**src/rtl/ysyx_25030085_core_seq_if.sv**
```systemverilog
// Memory-side bus for the sequential core. It carries the instruction-fetch
// and data-memory request/response signals.
//   master (core)  : drives ifu_req_valid, ifu_addr, lsu_req_valid
//   slave (memory) : drives ifu_req_ready, ifu_rsp_valid, ifu_rsp_data,
//                    lsu_req_ready, lsu_rsp_valid
// Handshake rule: a request transfers on a cycle where valid and ready are
// both 1. Once raised, valid stays high until that cycle. A response is a
// single-cycle pulse. It is taken only while the core is in its matching
// wait state, and it is ignored in every other state.
interface ysyx_25030085_core_seq_if;
  logic        ifu_req_valid;
  logic        ifu_req_ready;
  logic [31:0] ifu_addr;
  logic        ifu_rsp_valid;
  logic [31:0] ifu_rsp_data;
  logic        lsu_req_valid;
  logic        lsu_req_ready;
  logic        lsu_rsp_valid;

  modport master (
    output ifu_req_valid, ifu_addr, lsu_req_valid,
    input  ifu_req_ready, ifu_rsp_valid, ifu_rsp_data, lsu_req_ready, lsu_rsp_valid
  );

  modport slave (
    input  ifu_req_valid, ifu_addr, lsu_req_valid,
    output ifu_req_ready, ifu_rsp_valid, ifu_rsp_data, lsu_req_ready, lsu_rsp_valid
  );
endinterface

```
**src/rtl/ysyx_25030085_core_seq.sv**
```systemverilog
// Multi-cycle sequential core controller. Each instruction steps through
// FETCH -> IWAIT -> EXEC -> (MEM -> MWAIT ->) WB. The core stops in HALT on
// any of these: ebreak, an illegal instruction, a misaligned next PC, or a
// memory wait timeout.
// Ports:
//   clk, rst        clock and synchronous active-high reset
//   bus             fetch/data-memory handshakes (master side)
//   dec_*           decoder controls for the latched instruction
//   dec_imm/rs1_val immediate value and rs1 operand
//   inst            latched instruction word
//   rf_we           register-file write strobe (WB only)
//   pc, instret     current PC and retired-instruction count
//   halt, halt_code halted flag and cause (1 ebreak, 2 illegal/misaligned,
//                   3 timeout)
//   dbg_state       FSM state encoding
//                   (0 FETCH, 1 IWAIT, 2 EXEC, 3 MEM, 4 MWAIT, 5 WB, 6 HALT)
module ysyx_25030085_core_seq #(
  parameter logic [31:0] RESET_PC = 32'h8000_0000,
  parameter logic [7:0]  TIMEOUT  = 8'd255
) (
  input  logic                             clk,
  input  logic                             rst,
  ysyx_25030085_core_seq_if.master         bus,
  input  logic                             dec_mem_read,
  input  logic                             dec_mem_write,
  input  logic                             dec_reg_write,
  input  logic                             dec_branch,
  input  logic                             dec_ebreak,
  input  logic                             dec_invalid,
  input  logic [1:0]                       dec_jump,
  input  logic [31:0]                      dec_imm,
  input  logic [31:0]                      rs1_val,
  output logic [31:0]                      inst,
  output logic                             rf_we,
  output logic [31:0]                      pc,
  output logic                             halt,
  output logic [1:0]                       halt_code,
  output logic [31:0]                      instret,
  output logic [2:0]                       dbg_state
);

  typedef enum logic [2:0] {
    S_FETCH = 3'd0,
    S_IWAIT = 3'd1,
    S_EXEC  = 3'd2,
    S_MEM   = 3'd3,
    S_MWAIT = 3'd4,
    S_WB    = 3'd5,
    S_HALT  = 3'd6
  } state_t;

  // The counter holds (cycles already spent in the wait state) - 1 at the
  // start of each cycle. The last allowed cycle is therefore TIMEOUT-1.
  localparam logic [7:0] WAIT_LAST = TIMEOUT - 8'd1;

  state_t      state, state_next;
  logic [1:0]  halt_code_next;
  logic [7:0]  wait_cnt;
  logic [31:0] next_pc;
  logic        pc_aligned;
  logic        waiting;
  logic        timed_out;

  // Next-PC selection. Jalr clears bit 0 before the alignment check.
  always_comb begin
    next_pc = pc + 32'd4;
    if (dec_jump == 2'b01 || dec_branch) begin
      next_pc = pc + dec_imm;
    end else if (dec_jump == 2'b10) begin
      next_pc = (rs1_val + dec_imm) & ~32'h1;
    end
  end

  assign pc_aligned = (next_pc[1:0] == 2'b00);
  assign waiting    = (state == S_FETCH) || (state == S_IWAIT) ||
                      (state == S_MEM)   || (state == S_MWAIT);
  assign timed_out  = waiting && (wait_cnt == WAIT_LAST);

  // State register
  always_ff @(posedge clk) begin
    if (rst) begin
      state <= S_FETCH;
    end else begin
      state <= state_next;
    end
  end

  // Next-state logic. A handshake that completes on the last allowed cycle
  // takes priority over the timeout.
  always_comb begin
    state_next     = state;
    halt_code_next = halt_code;
    case (state)
      S_FETCH: begin
        if (bus.ifu_req_ready) state_next = S_IWAIT;
        else if (timed_out) begin state_next = S_HALT; halt_code_next = 2'd3; end
      end
      S_IWAIT: begin
        if (bus.ifu_rsp_valid) state_next = S_EXEC;
        else if (timed_out) begin state_next = S_HALT; halt_code_next = 2'd3; end
      end
      S_EXEC: begin
        if (dec_ebreak) begin
          state_next = S_HALT; halt_code_next = 2'd1;
        end else if (dec_invalid || dec_jump == 2'b11) begin
          state_next = S_HALT; halt_code_next = 2'd2;
        end else if (dec_mem_read || dec_mem_write) begin
          state_next = S_MEM;
        end else begin
          state_next = S_WB;
        end
      end
      S_MEM: begin
        if (bus.lsu_req_ready) state_next = S_MWAIT;
        else if (timed_out) begin state_next = S_HALT; halt_code_next = 2'd3; end
      end
      S_MWAIT: begin
        if (bus.lsu_rsp_valid) state_next = S_WB;
        else if (timed_out) begin state_next = S_HALT; halt_code_next = 2'd3; end
      end
      S_WB: begin
        if (pc_aligned) state_next = S_FETCH;
        else begin state_next = S_HALT; halt_code_next = 2'd2; end
      end
      default: state_next = S_HALT;
    endcase
  end

  // Output decode
  always_comb begin
    bus.ifu_req_valid = (state == S_FETCH);
    bus.lsu_req_valid = (state == S_MEM);
    rf_we             = (state == S_WB) && dec_reg_write && pc_aligned;
    halt              = (state == S_HALT);
  end

  assign bus.ifu_addr = pc;
  assign dbg_state    = state;

  // Datapath registers
  always_ff @(posedge clk) begin
    if (rst) begin
      pc        <= RESET_PC;
      inst      <= 32'd0;
      instret   <= 32'd0;
      wait_cnt  <= 8'd0;
      halt_code <= 2'd0;
    end else begin
      halt_code <= halt_code_next;
      if (state == S_IWAIT && bus.ifu_rsp_valid) begin
        inst <= bus.ifu_rsp_data;
      end
      if (state == S_WB && pc_aligned) begin
        pc      <= next_pc;
        instret <= instret + 32'd1;
      end
      // Clear on every state change so each wait state starts from zero.
      if (state_next != state) begin
        wait_cnt <= 8'd0;
      end else if (waiting) begin
        wait_cnt <= wait_cnt + 8'd1;
      end
    end
  end

endmodule

```
**src/flat_wrapper.sv**
```systemverilog
// flat-port wrapper written by rule: the top's interface ports become plain ports
module ysyx_25030085_core_seq_flat 
#(
  parameter logic [31:0] RESET_PC = 32'h8000_0000,
  parameter logic [7:0]  TIMEOUT  = 8'd255
)
  (clk, rst, dec_mem_read, dec_mem_write, dec_reg_write, dec_branch, dec_ebreak, dec_invalid, dec_jump, dec_imm, rs1_val, inst, rf_we, pc, halt, halt_code, instret, dbg_state, bus_ifu_req_valid, bus_ifu_addr, bus_lsu_req_valid, bus_ifu_req_ready, bus_ifu_rsp_valid, bus_ifu_rsp_data, bus_lsu_req_ready, bus_lsu_rsp_valid);
  ysyx_25030085_core_seq_if bus_i ();
  input  logic clk;
  input  logic rst;
  input  logic dec_mem_read;
  input  logic dec_mem_write;
  input  logic dec_reg_write;
  input  logic dec_branch;
  input  logic dec_ebreak;
  input  logic dec_invalid;
  input  logic [1:0] dec_jump;
  input  logic [31:0] dec_imm;
  input  logic [31:0] rs1_val;
  output logic [31:0] inst;
  output logic rf_we;
  output logic [31:0] pc;
  output logic halt;
  output logic [1:0] halt_code;
  output logic [31:0] instret;
  output logic [2:0] dbg_state;
  output wire logic [$bits(bus_i.ifu_req_valid)-1:0] bus_ifu_req_valid;
  output wire logic [$bits(bus_i.ifu_addr)-1:0] bus_ifu_addr;
  output wire logic [$bits(bus_i.lsu_req_valid)-1:0] bus_lsu_req_valid;
  input wire logic [$bits(bus_i.ifu_req_ready)-1:0] bus_ifu_req_ready;
  input wire logic [$bits(bus_i.ifu_rsp_valid)-1:0] bus_ifu_rsp_valid;
  input wire logic [$bits(bus_i.ifu_rsp_data)-1:0] bus_ifu_rsp_data;
  input wire logic [$bits(bus_i.lsu_req_ready)-1:0] bus_lsu_req_ready;
  input wire logic [$bits(bus_i.lsu_rsp_valid)-1:0] bus_lsu_rsp_valid;
  assign bus_ifu_req_valid = bus_i.ifu_req_valid;
  assign bus_ifu_addr = bus_i.ifu_addr;
  assign bus_lsu_req_valid = bus_i.lsu_req_valid;
  assign bus_i.ifu_req_ready = bus_ifu_req_ready;
  assign bus_i.ifu_rsp_valid = bus_ifu_rsp_valid;
  assign bus_i.ifu_rsp_data = bus_ifu_rsp_data;
  assign bus_i.lsu_req_ready = bus_lsu_req_ready;
  assign bus_i.lsu_rsp_valid = bus_lsu_rsp_valid;
  ysyx_25030085_core_seq #(.RESET_PC(RESET_PC), .TIMEOUT(TIMEOUT)) u_core (.clk(clk), .rst(rst), .bus(bus_i), .dec_mem_read(dec_mem_read), .dec_mem_write(dec_mem_write), .dec_reg_write(dec_reg_write), .dec_branch(dec_branch), .dec_ebreak(dec_ebreak), .dec_invalid(dec_invalid), .dec_jump(dec_jump), .dec_imm(dec_imm), .rs1_val(rs1_val), .inst(inst), .rf_we(rf_we), .pc(pc), .halt(halt), .halt_code(halt_code), .instret(instret), .dbg_state(dbg_state));
endmodule
```
**config.mk**
```make
export PLATFORM = sky130hd
export DESIGN_NAME = ysyx_25030085_core_seq_flat
export DESIGN_NICKNAME = d
export VERILOG_FILES = /design/src/rtl/ysyx_25030085_core_seq_if.sv /design/src/rtl/ysyx_25030085_core_seq.sv /design/src/flat_wrapper.sv
export SDC_FILE = /design/constraint.sdc
export NUM_CORES = 1
export LEC_CHECK = 0
export ABC_AREA = 1
export CORE_ASPECT_RATIO = 2
export CORE_MARGIN = 2
export CORE_UTILIZATION = 45
export DETAILED_ROUTE_END_ITERATION = 6
export PLACE_DENSITY = 0.72
export SLEW_MARGIN = 10
export SYNTH_ARGS = -nofsm -noshare
export SYNTH_HDL_FRONTEND = slang
export SYNTH_SLANG_ARGS = --single-unit
```
**constraint.sdc**
```tcl
create_clock -name clk -period 2.8 [get_ports clk]
set_clock_uncertainty 0.15 [all_clocks]
set_input_delay 0.42 -clock clk [delete_from_list [all_inputs] [get_ports clk]]
set_output_delay 0.42 -clock clk [all_outputs]
set_load 0.02 [all_outputs]
```
==> flow_summary.yaml, run 1 <==
outcome:
  status: "finished, violations left"
  violations: "DRC"
clocking:
  cts_tree: "yes"
  htreeDepth: 3
  clock_latency_ns: 0.37
  hold_buffers: 0
  clkSlewWorstSetupHoldPaths_ns: 0.08
  cts_root_buf: "clkbuf_16"
  clk_path_buf_depth: 2
  numCtsBuffers: 9
  cts.sinks: 109
yosys:
  synth-seq-area-share: 0.2043
  syn_inst: 1845
  synth_area_um2: 10680
  syn_avg_cell_area_um2: 5.790
  ys_ff_latch: 109
  yosysWarningCount: 0
  syn-num-nets: 2022
  synth_edf_count: 0
  synth.distinct_cells: 49
  synth_top_flop_cell: "dfxtp_1"
  async_reset_ff_frac: 0
final_layout:
  drive_gt1_frac: 0.1285
  fin_cells: 2525
  final_util: 0.6462
  n_antenna_cell: 0
  nNetsFinal: 2415
  finalInstanceArea_um2: 15070
  area_growth_pct: 41.11
critical_path:
  slowest_delay_ns: 0.52
  crit_family: "simple AND/OR/NAND/NOR gates"
  cp_slowest_cell: "clkdlybuf4s50_1"
  path_cells: "clkdlybuf4s50_1 -> ha_1 -> a21oi_1 -> o21bai_1 -> inv_1 -> nand3_1 -> nand2_1 -> nand2_1 -> nand2_1 -> nand3_1 -> nand2_1 -> nand2_1 -> a21oi_1"
  criticalPathCategory: "input pin to register"
  path_max_fanout: 4
  required_ns: 2.96
  rr_worst_depth: 12
  worstSetupStartpointType: "input pin"
  r2r_end: "u_core.instret[25]"
  crit_arrival_ns: 2.84
  crit_top_cell: "nand2_1"
  critPathBufInv: 2
  regToRegSetupSlack_ns: 0.23
  r2r_start: "u_core.bus.ifu_addr[0]"
  endpoint_kind: "register"
routing:
  drt_wl_total_um: 43740
  dr.pass1.iters: 7
  ant_nets: 0
  route.detailed.drc: 10
  via_per_inst: 5.279
  num_vias: 13329
  dr.first_iter.drc_count: 672
  drt-wirelength-per-cell_um: 17.32
global_route:
  grt_busiest_layer: "met2"
  grt_pass1_wl_um: 67840
  grt_max_degree: 50
  grt_use_met1: 0.2975
  globalRoute.totalOverflow: 0
  gr-usage-all-layers: 0.3461
  grt_antenna_before_repair: 0
  grt_pass1_vias: 13578
  grtUsageMet2: 0.6763
  grtUsageMet3: 0.05495
sta:
  max_freq_ghz: 0.3729
  setup_viol: 0
  min_period_ns: 2.682
  finalCritPeriodShare: 0.9578
  hold_viol: 0
  slew-limit-headroom: 0.5055
  rsz0062_at_grt: "no"
  timing.final.ws_setup_ns: 0.1182
  tightest_slew_ns: 0.7360
  maxSlewViolCount: 0
hold_path:
  min_from: "u_core.halt_code[0]"
  hp-class: "register to register"
  hold_depth: 2
  min_to: "u_core.halt_code[0]"
die:
  ioPinCount: 247
  coreArea_um2: 23330
  dieHeight_um: 221.9
  die_area_um2: 25060
  start_util: 0.4579
  placementRows: 79
  die_w_um: 113.0
power_and_ir_drop:
  p_int_mw: 3.586
  clockPowerShare: 0.230
  p_leak_nw: 7.177
  power.switching_mw: 2.245
  vdd_drop_max_mv: 0.5209
  swShare: 0.3850
  power.density_nw_per_um2: 386.8
  combinationalPowerShare: 0.458
  power_frac_seq: 0.312
flow_run:
  maxCapViolCount: 0
place:
  placedInstanceArea_um2: 14710
  place_hpwl_um: 36780
  place_congestion: 1.004
  pre_cts_slack_ns: -0.3607
  dp.cells: 2508
  port_buffers: 246
## state kept, by name, indices dropped and copies added, names as in the netlist
register / flops
u_core.inst: 32
u_core.bus.ifu_addr: 32
u_core.wait_cnt: 8
u_core.dbg_state: 3
u_core.instret: 32
u_core.halt_code: 2
## worst reg2reg max path, stage by stage, from the launching register on
cell,delay [ns]
dfxtp_1,0.37
ha_2,0.19
inv_1,0.06
fa_1,0.48
inv_1,0.05
o21ai_2,0.13
buf_4,0.14
nand3_4,0.15
buf_6,0.21
nor3_4,0.14
nand3_1,0.12
o21ai_1,0.12
nor3b_1,0.20
## cell usage after synthesis, drive strengths merged (9+ instances only)
library cell  instances  share of area
xor2                 35          0.029
a31oi                13         0.0076
nor4                  9         0.0059
a21oi               123          0.058
clkbuf               27         0.0095
buf                  45          0.029
ha                   65          0.076
nand4                29          0.020
o21ai               116          0.055
nand3               112          0.054
nand2               560           0.20
nor2                253          0.094
xnor2                15          0.012
dfxtp               109           0.20
inv                 234          0.082
nor3                 48          0.028
o21bai               12         0.0084
## power groups by stage
stage / clock, mW / sequential [mW] / combinational, mW
4_1_cts: 1.36 / 1.82 / 2.66
5_1_grt: 1.43 / 1.84 / 2.91
2_1_floorplan: 0 / 2.05 / 1.25
3_3_place_gp: 0 / 1.85 / 2.62
3_5_place_dp: 0 / 1.86 / 2.65
6_report: 1.34 / 1.82 / 2.67
## area by class of cell
type | count | area [um2]
Fill cell | 2311 | 8253
Clock buffer | 9 | 225.2
Clock inverter | 6 | 68.82
Multi-Input combinational cell | 1428 | 7252
Tap cell | 283 | 354.1
Sequential cell | 109 | 2182
Inverter | 236 | 888.4
Timing Repair Buffer | 454 | 4104
## through the flow
stage	hold slack [ns]	power, mW	setup TNS, ns
5_1_grt	0.3300	6.176	0
6_report	0.3154	5.830	0
3_5_place_dp	0.3041	4.501	-11.81
4_1_cts	0.3160	5.839	0
3_3_place_gp	0.3037	4.470	-9.956
2_1_floorplan	0.3566	3.304	0
## how the worst max path moves through the flow
stage          depth (start not counted)                      end              startpoint  slack, ns
2_1_floorplan                         13       u_core.instret[17]  u_core.bus.ifu_addr[0]       0.30
3_3_place_gp                           9                    rf_we              dec_imm[0]      -0.36
3_5_place_dp                           9                    rf_we              dec_imm[0]      -0.36
4_1_cts                               13       u_core.instret[11]              dec_imm[0]      0.007
5_1_grt                               16  u_core.bus.ifu_addr[29]             dec_imm[11]      0.009
6_report                              13  u_core.bus.ifu_addr[27]              dec_imm[8]       0.12
## what timing repair did
item,in CTS,in global routing
cloned,0,0
setup endpoints to repair,1,25
buffers inserted,0,2
pin swaps,0,3
resized for setup,4,17
## routing by layer
metal | up-vias | part of all wire
li1 | 6708 | -
met2 | 457 | 0.54
met5 | - | 0
met1 | 5992 | 0.32
met3 | 172 | 0.047
met4 | 0 | 0.093
## placed cells by master (no fill, tap or decap), types with 6 or more instances in the layout
cell type	count
a21oi_1	122
a31oi_1	13
buf_12	6
buf_4	200
clkbuf_16	9
clkdlybuf4s50_1	244
dfxtp_1	109
ha_1	64
inv_1	217
inv_2	16
nand2_1	554
nand3_1	110
nand4_1	27
nor2_1	237
nor2_2	13
nor3_1	38
nor3_2	7
nor4_1	7
o21ai_0	97
o21ai_1	16
o21bai_1	10
xnor2_1	15
xor2_1	35
## kinds of logic (layout without fill, tap and decap cells)
group / count (synthesis) / count (layout) / share of synthesized area
and+or+nand+nor: 1030 / 1030 / 0.4126
AOI/OAI and AO/OA: 281 / 281 / 0.1408
buffers and inverters: 308 / 705 / 0.1215
DFF: 109 / 109 / 0.2043
adders and majority gates: 67 / 67 / 0.07988
xor gates and xnor gates: 50 / 50 / 0.04099
Power figures use the tool's default switching activity.
==> run 2, diff against run 1 <==
--- a/config.mk
+++ b/config.mk
@@ -9,6 +9,7 @@
 export CORE_ASPECT_RATIO = 2
 export CORE_MARGIN = 2
 export CORE_UTILIZATION = 45
+export CTS_CLUSTER_SIZE = 24
 export DETAILED_ROUTE_END_ITERATION = 6
 export PLACE_DENSITY = 0.72
 export SLEW_MARGIN = 10
==> results of run 2 <==
Same layout as run 1: the final DEF is identical, and so are final timing and power.
==> run 3, diff against run 2 <==
--- a/config.mk
+++ b/config.mk
@@ -11,6 +11,7 @@
 export CORE_UTILIZATION = 45
 export CTS_CLUSTER_SIZE = 24
 export DETAILED_ROUTE_END_ITERATION = 6
+export GPL_ROUTABILITY_DRIVEN = 1
 export PLACE_DENSITY = 0.72
 export SLEW_MARGIN = 10
 export SYNTH_ARGS = -nofsm -noshare
==> results of run 3 <==
Same layout as run 1: the final DEF is identical, and so are final timing and power.
